$ cat config.mk
export PLATFORM = sky130hd
export DESIGN_NAME = cpu_axi_lite_bridge
export DESIGN_NICKNAME = d
export VERILOG_FILES = /design/src/rtl/bus_pkg.sv /design/src/rtl/cpu_axi_lite_bridge_wstrb_gen.sv /design/src/rtl/cpu_axi_lite_bridge.sv
export SDC_FILE = /design/constraint.sdc
export NUM_CORES = 1
export LEC_CHECK = 0
export ABC_CLOCK_PERIOD_IN_PS = 7750
export BUFFER_PORTS_ARGS = -buffer_cell sky130_fd_sc_hd__buf_2
export CAP_MARGIN = 20
export CORE_AREA = 5 5 214 216
export DETAILED_ROUTE_END_ITERATION = 8
export DIE_AREA = 0 0 219 221
export PLACE_DENSITY_LB_ADDON = 0.2
export SKIP_LAST_GASP = 1
export SYNTH_ARGS = -nofsm -noshare
export SYNTH_HDL_FRONTEND = slang
export SYNTH_SLANG_ARGS = --single-unit
export TNS_END_PERCENT = 20
$ cat constraint.sdc
create_clock -name clk -period 7.75 [get_ports clk]
set_input_delay 0.3875 -clock clk [delete_from_list [all_inputs] [get_ports clk]]
set_output_delay 0.3875 -clock clk [all_outputs]
set_load 0.01 [all_outputs]
$ cat src/rtl/bus_pkg.sv
// Shared types for the CPU-to-AXI4-Lite bridge.
// States, request/size/response codes, owner ids.
package bus_pkg;

  typedef enum logic [2:0] {
    IDLE,
    RD_ADDR,
    RD_DATA,
    WR_REQ,
    WR_RESP,
    DONE
  } state_t;

  localparam logic [1:0] REQ_READ  = 2'b00;
  localparam logic [1:0] REQ_WRITE = 2'b01;

  localparam logic [1:0] SIZE_B = 2'b00;
  localparam logic [1:0] SIZE_H = 2'b01;
  localparam logic [1:0] SIZE_W = 2'b10;
  localparam logic [1:0] SIZE_D = 2'b11;

  localparam logic [1:0] RESP_OKAY   = 2'b00;
  localparam logic [1:0] RESP_EXOKAY = 2'b01;
  localparam logic [1:0] RESP_SLVERR = 2'b10;
  localparam logic [1:0] RESP_DECERR = 2'b11;

  localparam logic OWN_IF  = 1'b0;
  localparam logic OWN_MEM = 1'b1;

  localparam logic [2:0] PROT_DATA  = 3'b000;
  localparam logic [2:0] PROT_FETCH = 3'b100;

  typedef struct packed {
    logic        vld;
    logic        owner;
    logic        wr;
    logic [63:0] addr;
    logic [1:0]  size;
  } req_t;

endpackage

$ cat src/rtl/cpu_axi_lite_bridge_wstrb_gen.sv
// Byte-lane strobe from access size and address offset.
// Lanes past the 8-byte boundary are dropped.
module wstrb_gen
  import bus_pkg::*;
(
  input  logic [1:0] size,
  input  logic [2:0] off,
  output logic [7:0] strb
);

  logic [7:0] base;

  // Contiguous lane mask for the access size
  always_comb begin
    base = 8'h01;
    unique case (size)
      SIZE_B:  base = 8'h01;
      SIZE_H:  base = 8'h03;
      SIZE_W:  base = 8'h0F;
      SIZE_D:  base = 8'hFF;
      default: base = 8'h01;
    endcase
  end

  assign strb = base << off;

endmodule

$ cat src/rtl/cpu_axi_lite_bridge.sv
// Fetch + data ports onto one AXI4-Lite master.
// One transaction in flight, data port wins.
module cpu_axi_lite_bridge
  import bus_pkg::*;
#(
  parameter int ADDR_W = 32,
  parameter int DATA_W = 64
) (
  input  logic                clk,
  input  logic                rst,

  input  logic                if_valid,
  input  logic [63:0]         if_addr,
  input  logic [1:0]          if_size,
  output logic                if_ready,
  output logic [1:0]          if_resp,
  output logic [DATA_W-1:0]   if_data_read,

  input  logic                mem_valid,
  input  logic [63:0]         mem_addr,
  input  logic [1:0]          mem_size,
  input  logic [1:0]          mem_req,
  input  logic [DATA_W-1:0]   mem_data_write,
  output logic                mem_ready,
  output logic [1:0]          mem_resp,
  output logic [DATA_W-1:0]   mem_data_read,

  output logic [ADDR_W-1:0]   araddr,
  output logic [2:0]          arprot,
  output logic                arvalid,
  input  logic                arready,

  input  logic [DATA_W-1:0]   rdata,
  input  logic [1:0]          rresp,
  input  logic                rvalid,
  output logic                rready,

  output logic [ADDR_W-1:0]   awaddr,
  output logic                awvalid,
  input  logic                awready,

  output logic [DATA_W-1:0]   wdata,
  output logic [DATA_W/8-1:0] wstrb,
  output logic                wvalid,
  input  logic                wready,

  input  logic [1:0]          bresp,
  input  logic                bvalid,
  output logic                bready
);

  state_t     state;
  logic       owner;
  req_t       gnt;
  logic [7:0] strb_nxt;
  logic       unused_hi;

  assign unused_hi = ^(gnt.addr >> ADDR_W);

  // Fixed-priority pick of the pending request
  always_comb begin
    gnt = '0;
    priority case (1'b1)
      mem_valid: begin
        gnt.vld   = 1'b1;
        gnt.owner = OWN_MEM;
        gnt.wr    = (mem_req == REQ_WRITE);
        gnt.addr  = mem_addr;
        gnt.size  = mem_size;
      end
      if_valid: begin
        gnt.vld   = 1'b1;
        gnt.owner = OWN_IF;
        gnt.wr    = 1'b0;
        gnt.addr  = if_addr;
        gnt.size  = if_size;
      end
      default: gnt = '0;
    endcase
  end

  wstrb_gen u_strb (
    .size (gnt.size),
    .off  (gnt.addr[2:0]),
    .strb (strb_nxt)
  );

  // Bus sequencer with registered AXI and port outputs
  always_ff @(posedge clk or posedge rst) begin
    if (rst) begin
      state         <= IDLE;
      owner         <= OWN_IF;
      araddr        <= '0;
      arprot        <= '0;
      arvalid       <= 1'b0;
      rready        <= 1'b0;
      awaddr        <= '0;
      awvalid       <= 1'b0;
      wdata         <= '0;
      wstrb         <= '0;
      wvalid        <= 1'b0;
      bready        <= 1'b0;
      if_ready      <= 1'b0;
      if_resp       <= '0;
      if_data_read  <= '0;
      mem_ready     <= 1'b0;
      mem_resp      <= '0;
      mem_data_read <= '0;
    end else begin
      unique case (state)
        IDLE: begin
          if (gnt.vld) begin
            owner <= gnt.owner;
            if (gnt.wr) begin
              awaddr  <= gnt.addr[ADDR_W-1:0];
              wdata   <= mem_data_write;
              wstrb   <= strb_nxt;
              awvalid <= 1'b1;
              wvalid  <= 1'b1;
              state   <= WR_REQ;
            end else begin
              araddr  <= gnt.addr[ADDR_W-1:0];
              arprot  <= gnt.owner ? PROT_DATA
                                   : PROT_FETCH;
              arvalid <= 1'b1;
              state   <= RD_ADDR;
            end
          end
        end
        RD_ADDR: begin
          if (arready) begin
            arvalid <= 1'b0;
            rready  <= 1'b1;
            state   <= RD_DATA;
          end
        end
        RD_DATA: begin
          if (rvalid) begin
            rready <= 1'b0;
            state  <= DONE;
            if (owner == OWN_MEM) begin
              mem_ready     <= 1'b1;
              mem_resp      <= rresp;
              mem_data_read <= rdata;
            end else begin
              if_ready     <= 1'b1;
              if_resp      <= rresp;
              if_data_read <= rdata;
            end
          end
        end
        WR_REQ: begin
          if (awready) awvalid <= 1'b0;
          if (wready)  wvalid  <= 1'b0;
          if ((awready || !awvalid) &&
              (wready  || !wvalid)) begin
            bready <= 1'b1;
            state  <= WR_RESP;
          end
        end
        WR_RESP: begin
          if (bvalid) begin
            bready        <= 1'b0;
            mem_ready     <= 1'b1;
            mem_resp      <= bresp;
            mem_data_read <= '0;
            state         <= DONE;
          end
        end
        DONE: begin
          if_ready      <= 1'b0;
          if_resp       <= '0;
          if_data_read  <= '0;
          mem_ready     <= 1'b0;
          mem_resp      <= '0;
          mem_data_read <= '0;
          state         <= IDLE;
        end
        default: state <= IDLE;
      endcase
    end
  end

endmodule

# After elaboration in Yosys (flattened, before gate mapping)
# Index checks and enable logic that the tools add are counted.
# word_totals
register_bits	282
inputBits	275
output_inout_bits	278
word_cells	112
# classes
eq_ne	20
n_shift	1
muxes	48
bitwise	1
n_reduce_logical	24
# ops
op	count
64-bit two-way mux	5
64-bit one-hot mux with 3 select lines	1
69-bit two-way mux	2
64-bit one-hot mux with 2 select lines	1
8-bit one-hot mux with 4 select lines	1
2-bit inequality test, second input constant	11
3-bit two-way mux	6
1-bit two-way mux	16
4-bit AND reduction	4
3-bit one-hot mux with 5 select lines	1
3-bit AND reduction	5
2-bit two-way mux	6
1-bit one-hot mux with 2 select lines	6
2-bit nonzero test	5
8-bit by 3-bit << shifter with 8-bit output	1
3-bit by 2-bit equality test with 1-bit output, second input constant	2
3-bit equality test, second input constant	2
2-bit one-hot mux with 3 select lines	1
5-bit AND reduction	1
2-bit by 1-bit equality test with 1-bit output, second input constant	2
2-bit equality test, second input constant	2
2-bit one-hot mux with 2 select lines	1
3-bit by 1-bit equality test with 1-bit output, second input constant	1
3-bit zero test	1
other kinds (8)	10

# Depth between registers and ports, before layout
# logic_depth
depth_word	5
depth_mapped	8
mapped_depth_nobuf	5

# Cells and area by module
# A second synthesis with hierarchy kept.
# unflattened
hier_cells	1102
area_unflattened_um2	11083.1
# by_module_without_submodules
mod	n_inst	cells_per_inst	area_each_um2	seq_area_each_um2
cpu_axi_lite_bridge	1	1072	10881.7	7006.7
wstrb_gen	1	30	201.4	0.0

# Worst setup path before layout
# No wires, ideal clock.
# synth_path
kind	flip-flop to flip-flop
from	register state[0]
to	register state[0]
setup_ns	0.125
t_arrival_ns	1.562
t_required_ns	7.625
path_slack_ns	6.063
stages_incl_launch_ff	7
n_path_buf	1
synth_period_minus_slack_ns	1.687
cell_sequence	dfrtp_1 buf_6 or3_1 a21oi_1 a31oi_1 o22a_1 mux2_4
# synth_between
elab_chain_cells	3
elab_cells_between_ends	12
cone_classes	9 x eq/ne; 1 x mux; 2 x reduce/logical
# synth_lines
element	line	text
start, declared	cpu_axi_lite_bridge.sv:52	state_t state;
start signal, assigned	cpu_axi_lite_bridge.sv:91	state <= IDLE;
start signal, assigned	cpu_axi_lite_bridge.sv:120	state <= WR_REQ;
start signal, assigned	cpu_axi_lite_bridge.sv:126	state <= RD_ADDR;
3-bit by 2-bit equality test with 1-bit output (tied with other cells)	cpu_axi_lite_bridge.sv:110	unique case (state)
2-bit inequality test (no source line)	n/a	
5-bit AND reduction (no source line)	n/a	
# Several ways; a longest one is shown, not always the timed one.
# A chain may end at the register's enable or synchronous reset.

# Final worst setup path
# layout_path
from	register state[0]
to	register mem_data_read[46]
# layout_between
elab_chain_cells	3
elab_cells_between_ends	9
cone_classes	6 x eq/ne; 1 x mux; 2 x reduce/logical
# layout_lines
element	line	text
3-bit by 2-bit equality test with 1-bit output / 3-bit equality test (equally long branches)	cpu_axi_lite_bridge.sv:110	
2-bit inequality test (no source line) / 3-bit nonzero test (equally long branches)	n/a	
4-bit AND reduction (no source line)	n/a	
end signal, assigned	cpu_axi_lite_bridge.sv:144	mem_data_read <= rdata;
end, declared	cpu_axi_lite_bridge.sv:26	output logic [DATA_W-1:0] mem_data_read,
# Several ways; a longest one is shown, not always the timed one.

==> results.tsv <==
stage	metric	value	unit
critical_path	cp_data_required_time	8.15	ns
synthesis	yosysUniqueCellTypes	42	
floorplanning	coreArea	0.0437	sq mm
timing	min_period	2.82	ns
floorplanning	die_y	221	um
pwr	switchingPower	2.36	mW
place	dp_hpwl	27.2	mm
critical_path	worst-path-buf-inv	1	
timing	setup_viol	0	
detailed_routing	via_per_inst	4.37	
critical_path	cp.arrival	3.22	ns
critical_path	critPathKind	flop to flop	
critical_path	r2r-start	state[0]	
worst_hold_path	hold_path_end	wdata[14]	
critical_path	cp_max_fo	94	
critical_path	slowest_delay	0.89	ns
synthesis	yosys_most_used_dff	dfrtp_1	
detailed_routing	wl_per_cell	17.5	um
worst_hold_path	holdCritStartpoint	mem_data_write[14]	
outcome	status	finished, final reports clean	
clock_network	insertion_delay	0.56	ns
pwr	switching_share	0.375	
cells_and_area	final_nets	1879	
timing	tns	0	ns
detailed_routing	drt-initial-drc-count	547	
critical_path	startpoint	state[0]	
timing	hold_slack	0.0483	ns
timing	timing.final.crit_share	0.364	
synthesis	yosysWarnings	0	
synthesis	synth-seq-area-share	0.639	
detailed_routing	vias	9706	
critical_path	cp_top_family	flip-flops	
synthesis	ys_ff_latch	280	
timing	relSlewSlack	0.309	
clock_network	cts_tree	yes	
global_route	grt_pass1_wl	59.2	mm
cells_and_area	mostFrequentLayoutCell	buf_2	
timing	worst_slew_pin_slew	1.04	ns
place	finalWeightedCongestion	0.771	
floorplanning	initial_core_util	0.251	
job	maxCapViolations	0	
clock_network	cts_buffers	31	
timing	hold_viol_final	0	
synthesis	synth_area_per_cell	10.0	sq um
pwr	power.leakage	8.20	nW
floorplanning	io_pins	553	
critical_path	r2r_setup_slack	4.93	ns
cells_and_area	layout_common_cells	486 x buf_2, 341 x nand2_1, 280 x dfrtp_1	
timing	rsz0062_at_grt	false	
cells_and_area	area_delta_synth_final	41.8	%
timing	setup_ws	4.93	ns
clock_network	clk_path_buf_depth	3	
synthesis	netlist_area	0.0110	sq mm
pwr	power.internal	3.93	mW
timing	drv_slew	0	
timing	fmax	355	MHz
pwr	seq_power_share	0.398	
global_route	grt.overflow.total	0	
place	placed_cells	2103	
detailed_routing	drt-total-wl	38.8	mm
cells_and_area	instances_no_fill	2222	
worst_hold_path	hold_depth	3	
pwr	p_clk_frac	0.232	
cells_and_area	nFillCells	4608	
floorplanning	num_rows	77	
critical_path	r2r.worst_path.cells	5	
global_route	antenna_found_initial	10	
critical_path	r2r_end	mem_data_read[46]	
detailed_routing	drtAntennaViolNets	0	
global_route	grt_pass1_vias	9968	
synthesis	synth_edf_count	0	
critical_path	cp-end-kind	flop	
critical_path	critical_path.slowest_cell	dfrtp_1	
clock_network	cts.sinks	280	
pwr	power_density	404	mW/mm^2
clock_network	cts_root_buf	clkbuf_16	
cells_and_area	drive_gt1_frac	0.344	
detailed_routing	drc	0	
critical_path	crit_path_cell_trace	nor2_1 -> nand3_1 -> o21a_4 -> buf_4 -> o21ai_1	
timing	skew	0.00857	ns
detailed_routing	drtPass1Iterations	5	
floorplanning	dieArea	0.0484	sq mm
synthesis	postSynthCellCount	1092	
pwr	vdd_drop_max	0.183	mV
clock_network	cts_setup_buffers	0	
clock_network	htree_levels	1	
floorplanning	die_x	219	um
place	port_buffers	486	
global_route	grt_max_degree	151	
critical_path	cp-start-kind	flop	
global_route	track_usage	0.151	
clock_network	clkSlewWorstSetupHoldPaths	0.06	ns
place	place_ws	4.60	ns
pwr	p_comb_frac	0.371	
worst_hold_path	hold_path.class	input pin to flop	
synthesis	ys_async_sr_fraction	1.00	
## flip-flops by register name, indices dropped and copies added, names as in the netlist, 2 cells and up
register and flops:
if_data_read 64, mem_data_read 64, wdata 64, wstrb 8, mem_resp 2, araddr 32
if_resp 2, state 3, awaddr 32
## cell usage after synthesis, drive strengths merged, types with 2 or more instances
cell type / count / area, sq um
clkbuf: 36 / 135
o22ai: 2 / 12.5
a21o: 2 / 15.0
nand3b: 2 / 15.0
inv: 7 / 26.3
o21a: 2 / 15.0
nor3b: 2 / 15.0
nor2: 83 / 312
buf: 45 / 239
a21oi: 76 / 380
nor2b: 3 / 18.8
nor3: 3 / 26.3
nand2: 343 / 1290
nand3: 3 / 15.0
o21ai: 78 / 390
a22o: 72 / 631
dfrtp: 280 / 7010
a22oi: 34 / 260
a31oi: 2 / 12.5
## worst max-delay path by stage
stage | to | slack, ns | cells after the start
after floorplan | araddr[0] | 3.66 | 1
after global placement | wstrb[4] | 4.63 | 7
after detailed placement | wstrb[4] | 4.60 | 7
after CTS | mem_data_read[46] | 4.85 | 5
after global routing | mem_data_read[59] | 4.59 | 6
final | mem_data_read[46] | 4.93 | 5
## cells by family (layout without fill, tap and decap cells)
| logic type | after synthesis | in the layout | synth area share |
|---|---|---|---|
| compound gates | 277 | 277 | 0.164 |
| flops | 280 | 280 | 0.639 |
| simple gates | 444 | 444 | 0.158 |
| mux | 2 | 2 | 0.00228 |
| buf+inv | 88 | 619 | 0.0365 |
| other cells | 1 | 8 | 0.000342 |
## per-stage QoR
| step | cell area [sq um] | util | power (mW) |
|---|---|---|---|
| CTS | 15500 | 0.355 | 6.42 |
| floorplan | 11000 | - | 3.77 |
| global placement | 13900 | 0.318 | 4.85 |
| finish | 15500 | 0.355 | 6.28 |
| detailed placement | 13900 | 0.318 | 4.89 |
| global route | 15500 | 0.355 | 6.76 |
## tightest hold or removal path: stages
cell and delay [ns]:
buf_2 0.08, nand2_1 0.05, nand2_1 0.06
## layout make-up
cell class	instances	area, sq um	share of cell area
sequential	280	7010	0.451
multi-input combinational	725	3600	0.232
timing repair buffer	559	3140	0.202
clock buffer	50	957	0.0616
tap	592	741	0.0477
clock inverter	3	42.5	0.00274
inverter	7	30.0	0.00193
antenna	6	15.0	0.000966
## layer usage
| metal | vias up | global-route usage | share of wire |
|---|---|---|---|
| met5 | - | 0 | 0.0010 |
| met4 | 6 | 0.0395 | 0.022 |
| met3 | 63 | 0.0616 | 0.11 |
| met2 | 360 | 0.249 | 0.46 |
| met1 | 4589 | 0.184 | 0.41 |
| li1 | 4688 | - | - |
## power groups by stage
stage,combinational [mW],sequential (mW),clock (mW)
2_1_floorplan,0.983,2.78,0
3_3_place_gp,2.35,2.50,0
3_5_place_dp,2.37,2.52,0
4_1_cts,2.39,2.51,1.51
5_1_grt,2.60,2.59,1.57
6_report,2.33,2.50,1.46
## what timing repair did
action | 4_1_cts | 5_1_grt
hold buffers | 60 | 0
gates resized for setup | 0 | 0
endpoints found under the hold margin | 60 | 0
No activity file was read; power rests on OpenSTA's default activity.
